$ cat src/rtl/branch_target_encoder_if.sv
// Write port and request/response handshake of the branch-target encoder.
// The master drives writes and requests; the slave (the encoder) answers.
interface branch_target_encoder_if #(
    parameter int TGT_W   = 8,
    parameter int PTR_W   = 3,
    parameter int STATE_W = 2
);
    logic               wr_en;
    logic [STATE_W-1:0] wr_state;
    logic [PTR_W-1:0]   wr_addr;
    logic [TGT_W-1:0]   wr_target;

    logic               req_valid;
    logic               req_ready;
    logic [STATE_W-1:0] req_state;
    logic [TGT_W-1:0]   req_target;

    logic               rsp_valid;
    logic               rsp_hit;
    logic [PTR_W-1:0]   rsp_addr;

    modport master (
        output wr_en, wr_state, wr_addr, wr_target,
        output req_valid, req_state, req_target,
        input  req_ready, rsp_valid, rsp_hit, rsp_addr
    );

    modport slave (
        input  wr_en, wr_state, wr_addr, wr_target,
        input  req_valid, req_state, req_target,
        output req_ready, rsp_valid, rsp_hit, rsp_addr
    );
endinterface

$ cat src/rtl/branch_target_encoder.sv
// Banked branch-target table with a sequential reverse lookup: given a bank
// and a target PC, return the lowest pointer whose valid entry holds it.
module branch_target_encoder #(
    parameter int TGT_W   = 8,
    parameter int PTR_W   = 3,
    parameter int STATE_W = 2
) (
    input  logic                   clk_i,
    input  logic                   rst_i,
    branch_target_encoder_if.slave bus_if
);
    localparam int DEPTH   = 1 << PTR_W;
    localparam int ENTRIES = (1 << STATE_W) * DEPTH;

    typedef enum logic {
        S_IDLE,
        S_SEARCH
    } state_e;

    logic [ENTRIES-1:0] valid_q;
    logic [TGT_W-1:0]   data_q [ENTRIES];

    state_e             state_q, state_d;
    logic [PTR_W-1:0]   idx_q, idx_d;
    logic [STATE_W-1:0] bank_q, bank_d;
    logic [TGT_W-1:0]   tgt_q, tgt_d;
    logic               rsp_valid_q, rsp_valid_d;
    logic               rsp_hit_q, rsp_hit_d;
    logic [PTR_W-1:0]   rsp_addr_q, rsp_addr_d;

    logic [STATE_W+PTR_W-1:0] cmp_sel;
    logic                     cmp_hit;

    // Registered storage: a write in the compare cycle lands after that compare.
    always_ff @(posedge clk_i) begin
        if (rst_i) begin
            valid_q <= '0;
            for (int i = 0; i < ENTRIES; i++) begin
                data_q[i] <= '0;
            end
        end else if (bus_if.wr_en) begin
            valid_q[{bus_if.wr_state, bus_if.wr_addr}] <= 1'b1;
            data_q[{bus_if.wr_state, bus_if.wr_addr}]  <= bus_if.wr_target;
        end
    end

    assign cmp_sel = {bank_q, idx_q};
    assign cmp_hit = valid_q[cmp_sel] && (data_q[cmp_sel] == tgt_q);

    always_ff @(posedge clk_i) begin
        if (rst_i) begin
            state_q     <= S_IDLE;
            idx_q       <= '0;
            bank_q      <= '0;
            tgt_q       <= '0;
            rsp_valid_q <= 1'b0;
            rsp_hit_q   <= 1'b0;
            rsp_addr_q  <= '0;
        end else begin
            state_q     <= state_d;
            idx_q       <= idx_d;
            bank_q      <= bank_d;
            tgt_q       <= tgt_d;
            rsp_valid_q <= rsp_valid_d;
            rsp_hit_q   <= rsp_hit_d;
            rsp_addr_q  <= rsp_addr_d;
        end
    end

    always_comb begin
        state_d     = state_q;
        idx_d       = idx_q;
        bank_d      = bank_q;
        tgt_d       = tgt_q;
        rsp_valid_d = 1'b0;
        rsp_hit_d   = rsp_hit_q;
        rsp_addr_d  = rsp_addr_q;

        unique case (state_q)
            S_IDLE: begin
                if (bus_if.req_valid) begin
                    bank_d  = bus_if.req_state;
                    tgt_d   = bus_if.req_target;
                    idx_d   = '0;
                    state_d = S_SEARCH;
                end
            end
            S_SEARCH: begin
                if (cmp_hit) begin
                    rsp_valid_d = 1'b1;
                    rsp_hit_d   = 1'b1;
                    rsp_addr_d  = idx_q;
                    state_d     = S_IDLE;
                end else if (idx_q == PTR_W'(DEPTH - 1)) begin
                    rsp_valid_d = 1'b1;
                    rsp_hit_d   = 1'b0;
                    rsp_addr_d  = '0;
                    state_d     = S_IDLE;
                end else begin
                    idx_d = idx_q + PTR_W'(1);
                end
            end
            default: state_d = S_IDLE;
        endcase
    end

    // Ready is forced low while reset is held, not just after it is sampled.
    assign bus_if.req_ready = (state_q == S_IDLE) && !rst_i;
    assign bus_if.rsp_valid = rsp_valid_q;
    assign bus_if.rsp_hit   = rsp_hit_q;
    assign bus_if.rsp_addr  = rsp_addr_q;
endmodule
$ cat src/flat_wrapper.sv
// flat-port wrapper written by rule: the top's interface ports become plain ports
module branch_target_encoder_flat 
#(
    parameter int TGT_W   = 8,
    parameter int PTR_W   = 3,
    parameter int STATE_W = 2
)
  (clk_i, rst_i, bus_if_wr_en, bus_if_wr_state, bus_if_wr_addr, bus_if_wr_target, bus_if_req_valid, bus_if_req_state, bus_if_req_target, bus_if_req_ready, bus_if_rsp_valid, bus_if_rsp_hit, bus_if_rsp_addr);
  branch_target_encoder_if #(.TGT_W(TGT_W), .PTR_W(PTR_W), .STATE_W(STATE_W)) bus_if_i ();
  input  logic clk_i;
  input  logic rst_i;
  input wire logic [$bits(bus_if_i.wr_en)-1:0] bus_if_wr_en;
  input wire logic [$bits(bus_if_i.wr_state)-1:0] bus_if_wr_state;
  input wire logic [$bits(bus_if_i.wr_addr)-1:0] bus_if_wr_addr;
  input wire logic [$bits(bus_if_i.wr_target)-1:0] bus_if_wr_target;
  input wire logic [$bits(bus_if_i.req_valid)-1:0] bus_if_req_valid;
  input wire logic [$bits(bus_if_i.req_state)-1:0] bus_if_req_state;
  input wire logic [$bits(bus_if_i.req_target)-1:0] bus_if_req_target;
  output wire logic [$bits(bus_if_i.req_ready)-1:0] bus_if_req_ready;
  output wire logic [$bits(bus_if_i.rsp_valid)-1:0] bus_if_rsp_valid;
  output wire logic [$bits(bus_if_i.rsp_hit)-1:0] bus_if_rsp_hit;
  output wire logic [$bits(bus_if_i.rsp_addr)-1:0] bus_if_rsp_addr;
  assign bus_if_i.wr_en = bus_if_wr_en;
  assign bus_if_i.wr_state = bus_if_wr_state;
  assign bus_if_i.wr_addr = bus_if_wr_addr;
  assign bus_if_i.wr_target = bus_if_wr_target;
  assign bus_if_i.req_valid = bus_if_req_valid;
  assign bus_if_i.req_state = bus_if_req_state;
  assign bus_if_i.req_target = bus_if_req_target;
  assign bus_if_req_ready = bus_if_i.req_ready;
  assign bus_if_rsp_valid = bus_if_i.rsp_valid;
  assign bus_if_rsp_hit = bus_if_i.rsp_hit;
  assign bus_if_rsp_addr = bus_if_i.rsp_addr;
  branch_target_encoder #(.TGT_W(TGT_W), .PTR_W(PTR_W), .STATE_W(STATE_W)) u_core (.clk_i(clk_i), .rst_i(rst_i), .bus_if(bus_if_i));
endmodule
$ cat config.mk
export PLATFORM = sky130hd
export DESIGN_NAME = branch_target_encoder_flat
export DESIGN_NICKNAME = d
export VERILOG_FILES = /design/src/rtl/branch_target_encoder_if.sv /design/src/rtl/branch_target_encoder.sv /design/src/flat_wrapper.sv
export SDC_FILE = /design/constraint.sdc
export NUM_CORES = 1
export LEC_CHECK = 0
export CAP_MARGIN = 20
export CORE_MARGIN = 5
export CORE_UTILIZATION = 45
export DETAILED_ROUTE_END_ITERATION = 7
export GPL_TIMING_DRIVEN = 0
export PLACE_DENSITY = 0.67
export SETUP_SLACK_MARGIN = 0.5
export SYNTH_ARGS = -nofsm -noshare
export SYNTH_HDL_FRONTEND = slang
export SYNTH_SLANG_ARGS = --single-unit
export TNS_END_PERCENT = 5
$ cat constraint.sdc
create_clock -name clk_i -period 8.1 [get_ports clk_i]
set_input_delay 1.62 -clock clk_i [delete_from_list [all_inputs] [get_ports clk_i]]
set_output_delay 1.62 -clock clk_i [all_outputs]
set_load 0.05 [all_outputs]
# Word level (Yosys, flattened, before mapping)
# Memory sizes are Yosys's and may differ from the RTL's.
# Index checks and enable logic that the tools add are counted.
# classes
add_sub_neg,1
mul,0
div,0
order_cmp,3
eq_ne,5
shift,0
muxes,26
bitwise,2
reduce_logical,10
# op_table
op,count
$or 32x32->32,1
$mux 1,15
$mux 3,5
$lt 5x6->1 const B,2
$eq 8x8->1,1
$mux 8,1
$reduce_or 8->1,1
$ne 2x2->1 const B,3
$pmux 3 s2,1
$bmux 1 s5,1
$demux 1 s5,1
$ge 5x1->1 const B,1
$mux 5,1
$reduce_and 2->1,2
$add 3x1->3 const B,1
$eq 3x3->1 const B,1
$logic_and 1x1->1,3
$reduce_and 3->1,1
$pmux 1 s2,1
$reduce_bool 2->1,1
$reduce_or 2->1,1
$logic_not 1->1,1
$not 1->1,1
# totals
register_bits,51
latchBits,0
ramBits,256
rom_bits,0
inputBits,27
out_inout_bits,6
wordCells,56
n_memories,1
# memory_table
name,depth,word_bits,read_ports,rd_ports_with_merged_regs,write_ports,line,source
u_core.data_q,32,8,1,0,32,branch_target_encoder.sv:21,logic [TGT_W-1:0] data_q [ENTRIES];

# Logic depth before layout (Yosys ltp)
# depth
word_depth,5
depth_mapped,12
depth_no_buf,8

# Worst setup path after synthesis
# OpenSTA, ideal clock, no wires.
# synth_path
kind,input -> output
from,input port rst_i
to,output port bus_if_req_ready
t_arrival_ns,2.653
t_required_ns,6.480
path_slack_ns,3.827
path_stages,3
n_path_buf,2
cell_sequence,clkbuf_1 clkbuf_1 nor2_1
# synth_via
elab_chain_cells,2
# synth_rtl
item,line,source
start: declaration,flat_wrapper.sv:11,input logic rst_i;
$logic_not 1->1,branch_target_encoder.sv:108,assign bus_if.req_ready = (state_q == S_IDLE) && !rst_i;
$logic_and 1x1->1,branch_target_encoder.sv:108,
end: declaration,flat_wrapper.sv:19,output wire logic [$bits(bus_if_i.req_ready)-1:0] bus_if_req_ready;
# Every way passes these cells.

# Worst setup path after layout
# Same ends and word-level chain as after synthesis.

==> results by stage <==
Synthesis:
- After synthesis, the largest area contributor takes up 54.8% of total cell area.
- The synthesized netlist devotes 16.0% of its cell area to simple gates.
- The mapped netlist covers 14000 µm².
- Summing the areas of all compound-gate instances in the mapped netlist gives 6.16% of the synthesized area.
- The mux cell area share after synthesis is 12.8%.
- When the netlist entered floorplanning its net count stood at 1037.
- The average instance in the mapped netlist occupies 13.9 µm².
- The largest family of logic cells by synthesized area is simple AND/OR/NAND/NOR gates.
- The most used flip-flop cell after synthesis is edfxtp_1.
- After Yosys synthesis, XOR and XNOR cells account for 0.375% of the synthesized area.
- The share of flip-flops with an asynchronous set or reset after synthesis is 0%.
- Counting flops and latches in the post-synthesis netlist gives 307.
- In this run, distinct cell masters in the synthesized netlist total 49.
- For this run, the number of Yosys warnings is 0.
- In the post-synthesis netlist, the biggest area contributors are edfxtp_1, and2_1, mux4_2.
- Sequential elements use 62.1% of the synthesized area.
- The number of standard cells after synthesis is 1008.
- Summed over all instances, the cell type with the most area after synthesis is edfxtp_1.
- The synthesized design contains 256 enable-type register cells.
- The synthesized netlist devotes 0.178% of its cell area to adder and majority cells.

Worst setup path:
- Counting stages on the worst path, the most repeated cell is clkbuf_1.
- Counting both buffers and inverters, the worst setup path holds a total of 3.
- In this run the worst path has a maximum fanout of 10.
- STA puts the critical path data required time at 6480 ps.
- The critical path goes through clkbuf_1 -> clkbuf_1 -> nor2_1 -> clkdlybuf4s50_1.
- In this design, the stage delay of the slowest critical-path cell is 710 ps.
- STA classifies the critical path startpoint as an input port.
- The element type at the critical path end is a primary output.
- The cell family contributing the most delay on the critical path is buffers and inverters.
- The critical path is of the in2out type.
- The slowest stage of the critical path belongs to the cell clkdlybuf4s50_1.
- The arrival time reported for the critical path endpoint is 3110 ps.

Finish:
- The fraction of final layout cells sized beyond drive strength 1 is 13.2%.
- The storage element area is 8710 µm².
- The combined area of the multi-input logic cells is 4980 µm².
- Cells fill 52.7% of the core in the end.
- The post-route cell area is 16200 µm².
- The layout has 2580 filler cells.
- The final layout contains 1129 nets.
- The area growth from synthesis to layout is 15.2%.
- The number of antenna diodes in the final layout is 0.

Job:
- The max-cap check violation count is 0.

Placement:
- After detailed placement, the total cell area comes to 15000 µm².
- The count of input and output buffers is 31.
- The HPWL reported at the end of detailed placement is 28.8 mm.
- The minimum setup slack after placement is 3380 ps.
- The congestion estimate from routability-driven global placement came to 0.906.

Floorplan:
- The core region area is 30700 µm².
- The floorplan step set the die height to 187 µm.
- The row count is 64.
- The total die area is 34800 µm².
- The number of placed I/O pins is 33.
- Once the floorplan was initialized, standard cells occupied 45.7% of the core.
- The chip width is 187 µm.

Pwr:
- The share of total power consumed by net switching is 22.5%.
- In this run, the combinational gates consume 7.8% of the power.
- The clock network accounts for 43.5% of the total power.
- Sequential cells burn 48.7% of the power.
- The static leakage power is 5.80 nW.
- The cell-internal power is 2.88 mW.
- The worst-case IR drop observed on VDD is 0.000112 V.
- The analysis attributes to net switching a power of 0.834 mW.
- In this run the power density over the cells is 230 nW/µm².

Global routing:
- The total congestion overflow after global routing is 0.
- The first global-routing pass estimated 60.6 mm of wire.
- The number of global-route vias before repair is 8875.
- The number of antenna violations at the first check in global routing is 1.
- For this run, the total global-route usage over all layers was measured as 23.4%.
- Entering global routing, the biggest net connects 14 pins.

Clock tree:
- The later pin in the worst-skew pair is clocked with a latency of 510 ps.
- The number of buffers added for setup after CTS is 0.
- The clock-pin transition on the worst setup and hold timing paths is 50 ps.
- TritonCTS built the clock tree.
- The cell sitting at the root of the clock tree is a clkbuf_16.
- The post-CTS resize count is 0.
- The clock passes through at most 3 buffers.
- The clock net in this run drives a total of 307 sinks.
- The post-cts hold buffer count is 0.
- CTS built an H-tree with a depth of 2.
- In this run, CTS created clock tree buffers numbering 35.

STA:
- Setup violations remaining at the end of the flow were counted as 0.
- The post-route clock period utilization is 58.4%.
- Setup repair after global routing left no endpoint under its margin.
- Between clock sinks in the finished design, the worst skew comes to 9.77 ps.
- The transition time at the pin with the least slew margin is 1060 ps.
- The sum of negative setup slack is 0 ps.
- The number of max-slew violations in the final report was 0.
- The count of endpoints failing hold in the final timing report is 0.
- The worst slack on hold paths is 451 ps.
- The slack of the critical path is 3370 ps.
- Timing would allow up to 212 MHz.
- The relative slew slack is 29.0%.
- The time the worst path needs with I/O delays and setup is 4730 ps.

Outcome:
- The run finished with clean final reports.

Routing:
- The number of design rule violations left after detail routing is 0.
- After detailed routing, the total wire length is 41.2 mm.
- Before antenna repair, the detailed router went through 6 iterations.
- Using the TritonRoute via totals, the vias-per-cell ratio works out to 5.86.
- Dividing the detail-routed wire length by the instance count gives 27.1 µm.
- The violation count after the first detailed-route iteration is 1248.
- The detailed router placed 8915 vias in this run.
- The antenna violation net count after detailed routing is 0.

Worst hold path:
- The path class of the tightest hold or removal check is reg2reg.
## power groups by stage
stage | clock network [mW] | logic, mW | registers [mW]
global route | 1.69 | 0.301 | 1.81
detailed placement | 0 | 0.283 | 1.84
finish | 1.61 | 0.289 | 1.81
CTS | 1.62 | 0.284 | 1.81
global placement | 0 | 0.272 | 1.84
floorplan | 0 | 0.164 | 1.83
## layout by cell type (no fill, tap or decap), types with 21 or more instances in the layout
cell	count
and2_1	259
edfxtp_1	256
clkbuf_1	58
dfxtp_1	51
mux4_2	46
nor2_1	45
nand2_1	42
mux2i_1	40
clkbuf_16	37
a21o_1	32
clkdlybuf4s50_1	31
a22oi_1	21
a21oi_1	21
## logic make-up after synthesis
family	after synthesis
xor+xnor	6
fa+ha+maj	2
mux	101
simple gates	390
buf+inv	73
compound gates	129
flops	307
## per-stage QoR
| step | std cells | power (mW) |
|---|---|---|
| floorplan | 1008 | 1.99 |
| global placement | 1435 | 2.11 |
| detailed placement | 1459 | 2.12 |
| CTS | 1521 | 3.71 |
| global route | 1521 | 3.81 |
| finish | 1521 | 3.71 |
## registers in the layout (all words and copies together), names as in the netlist
| name | cells |
|---|---|
| u_core.data_q | 256 |
| u_core.bus_if.rsp_hit | 1 |
| u_core.state_q | 1 |
| u_core.valid_q | 32 |
| u_core.bus_if.rsp_addr | 3 |
| u_core.idx_q | 3 |
| u_core.bus_if.rsp_valid | 1 |
| u_core.bank_q | 2 |
| u_core.tgt_q | 8 |
## worst reg2reg max path, delay by kind of cell (launching register included)
family                    cells  cell delay [ps]
buffers and inverters         2             1420
DFF                           1              340
muxes                         4             1670
xor gates and xnor gates      1              170
AOI/OAI and AO/OA             3              470
## synth_stat cells (2+ instances only)
library cell  number
and2_1           259
mux4_1            12
or3_1              4
o22ai_1            8
buf_1              2
mux4_2            46
o211ai_1           2
nand2b_1           3
o21ai_1            2
buf_4              3
a21oi_1           21
xor2_1             5
ha_1               2
a2bb2oi_1          2
mux2_4             3
buf_6              3
a22oi_1           21
a211oi_1           2
nor2_1            45
nand3b_1           3
o21ai_0           32
nor4_1             2
inv_1              2
or3b_2             2
edfxtp_1         256
nor2b_1            9
mux2i_1           40
dfxtp_1           51
clkbuf_1          52
a21o_1            32
nand3_1           11
nand4_1            5
nand2_1           42
buf_2              9
## cell type report
class / instances / area share [%]
buffer: 70 / 2.01
clock buffer: 43 / 5.87
clock inverter: 19 / 1.37
inverter: 3 / 0.0697
multi-input combinational: 628 / 30.8
sequential: 307 / 53.9
tap: 396 / 3.07
timing repair buffer: 55 / 2.90
## worst paths after layout
kind | start | slack (ps) | depth (start not counted) | to
worst max register to register | u_core.idx_q[2] | 3900 | 10 | u_core.idx_q[1]
worst min-delay path | u_core.valid_q[6] | 450 | 1 | u_core.valid_q[6]
worst max-delay path | rst_i | 3370 | 4 | bus_if_req_ready
worst min register to register | u_core.valid_q[6] | 450 | 1 | u_core.valid_q[6]
## layer usage
layer  up-vias  wire [µm]  track usage, %
met3        80       4620            6.26
met5         -          0               0
met1      4429      16500            32.8
met2       519      18900            36.2
li1       3887          -               -
met4         0       1240            7.23
Power figures use the tool's default switching activity.
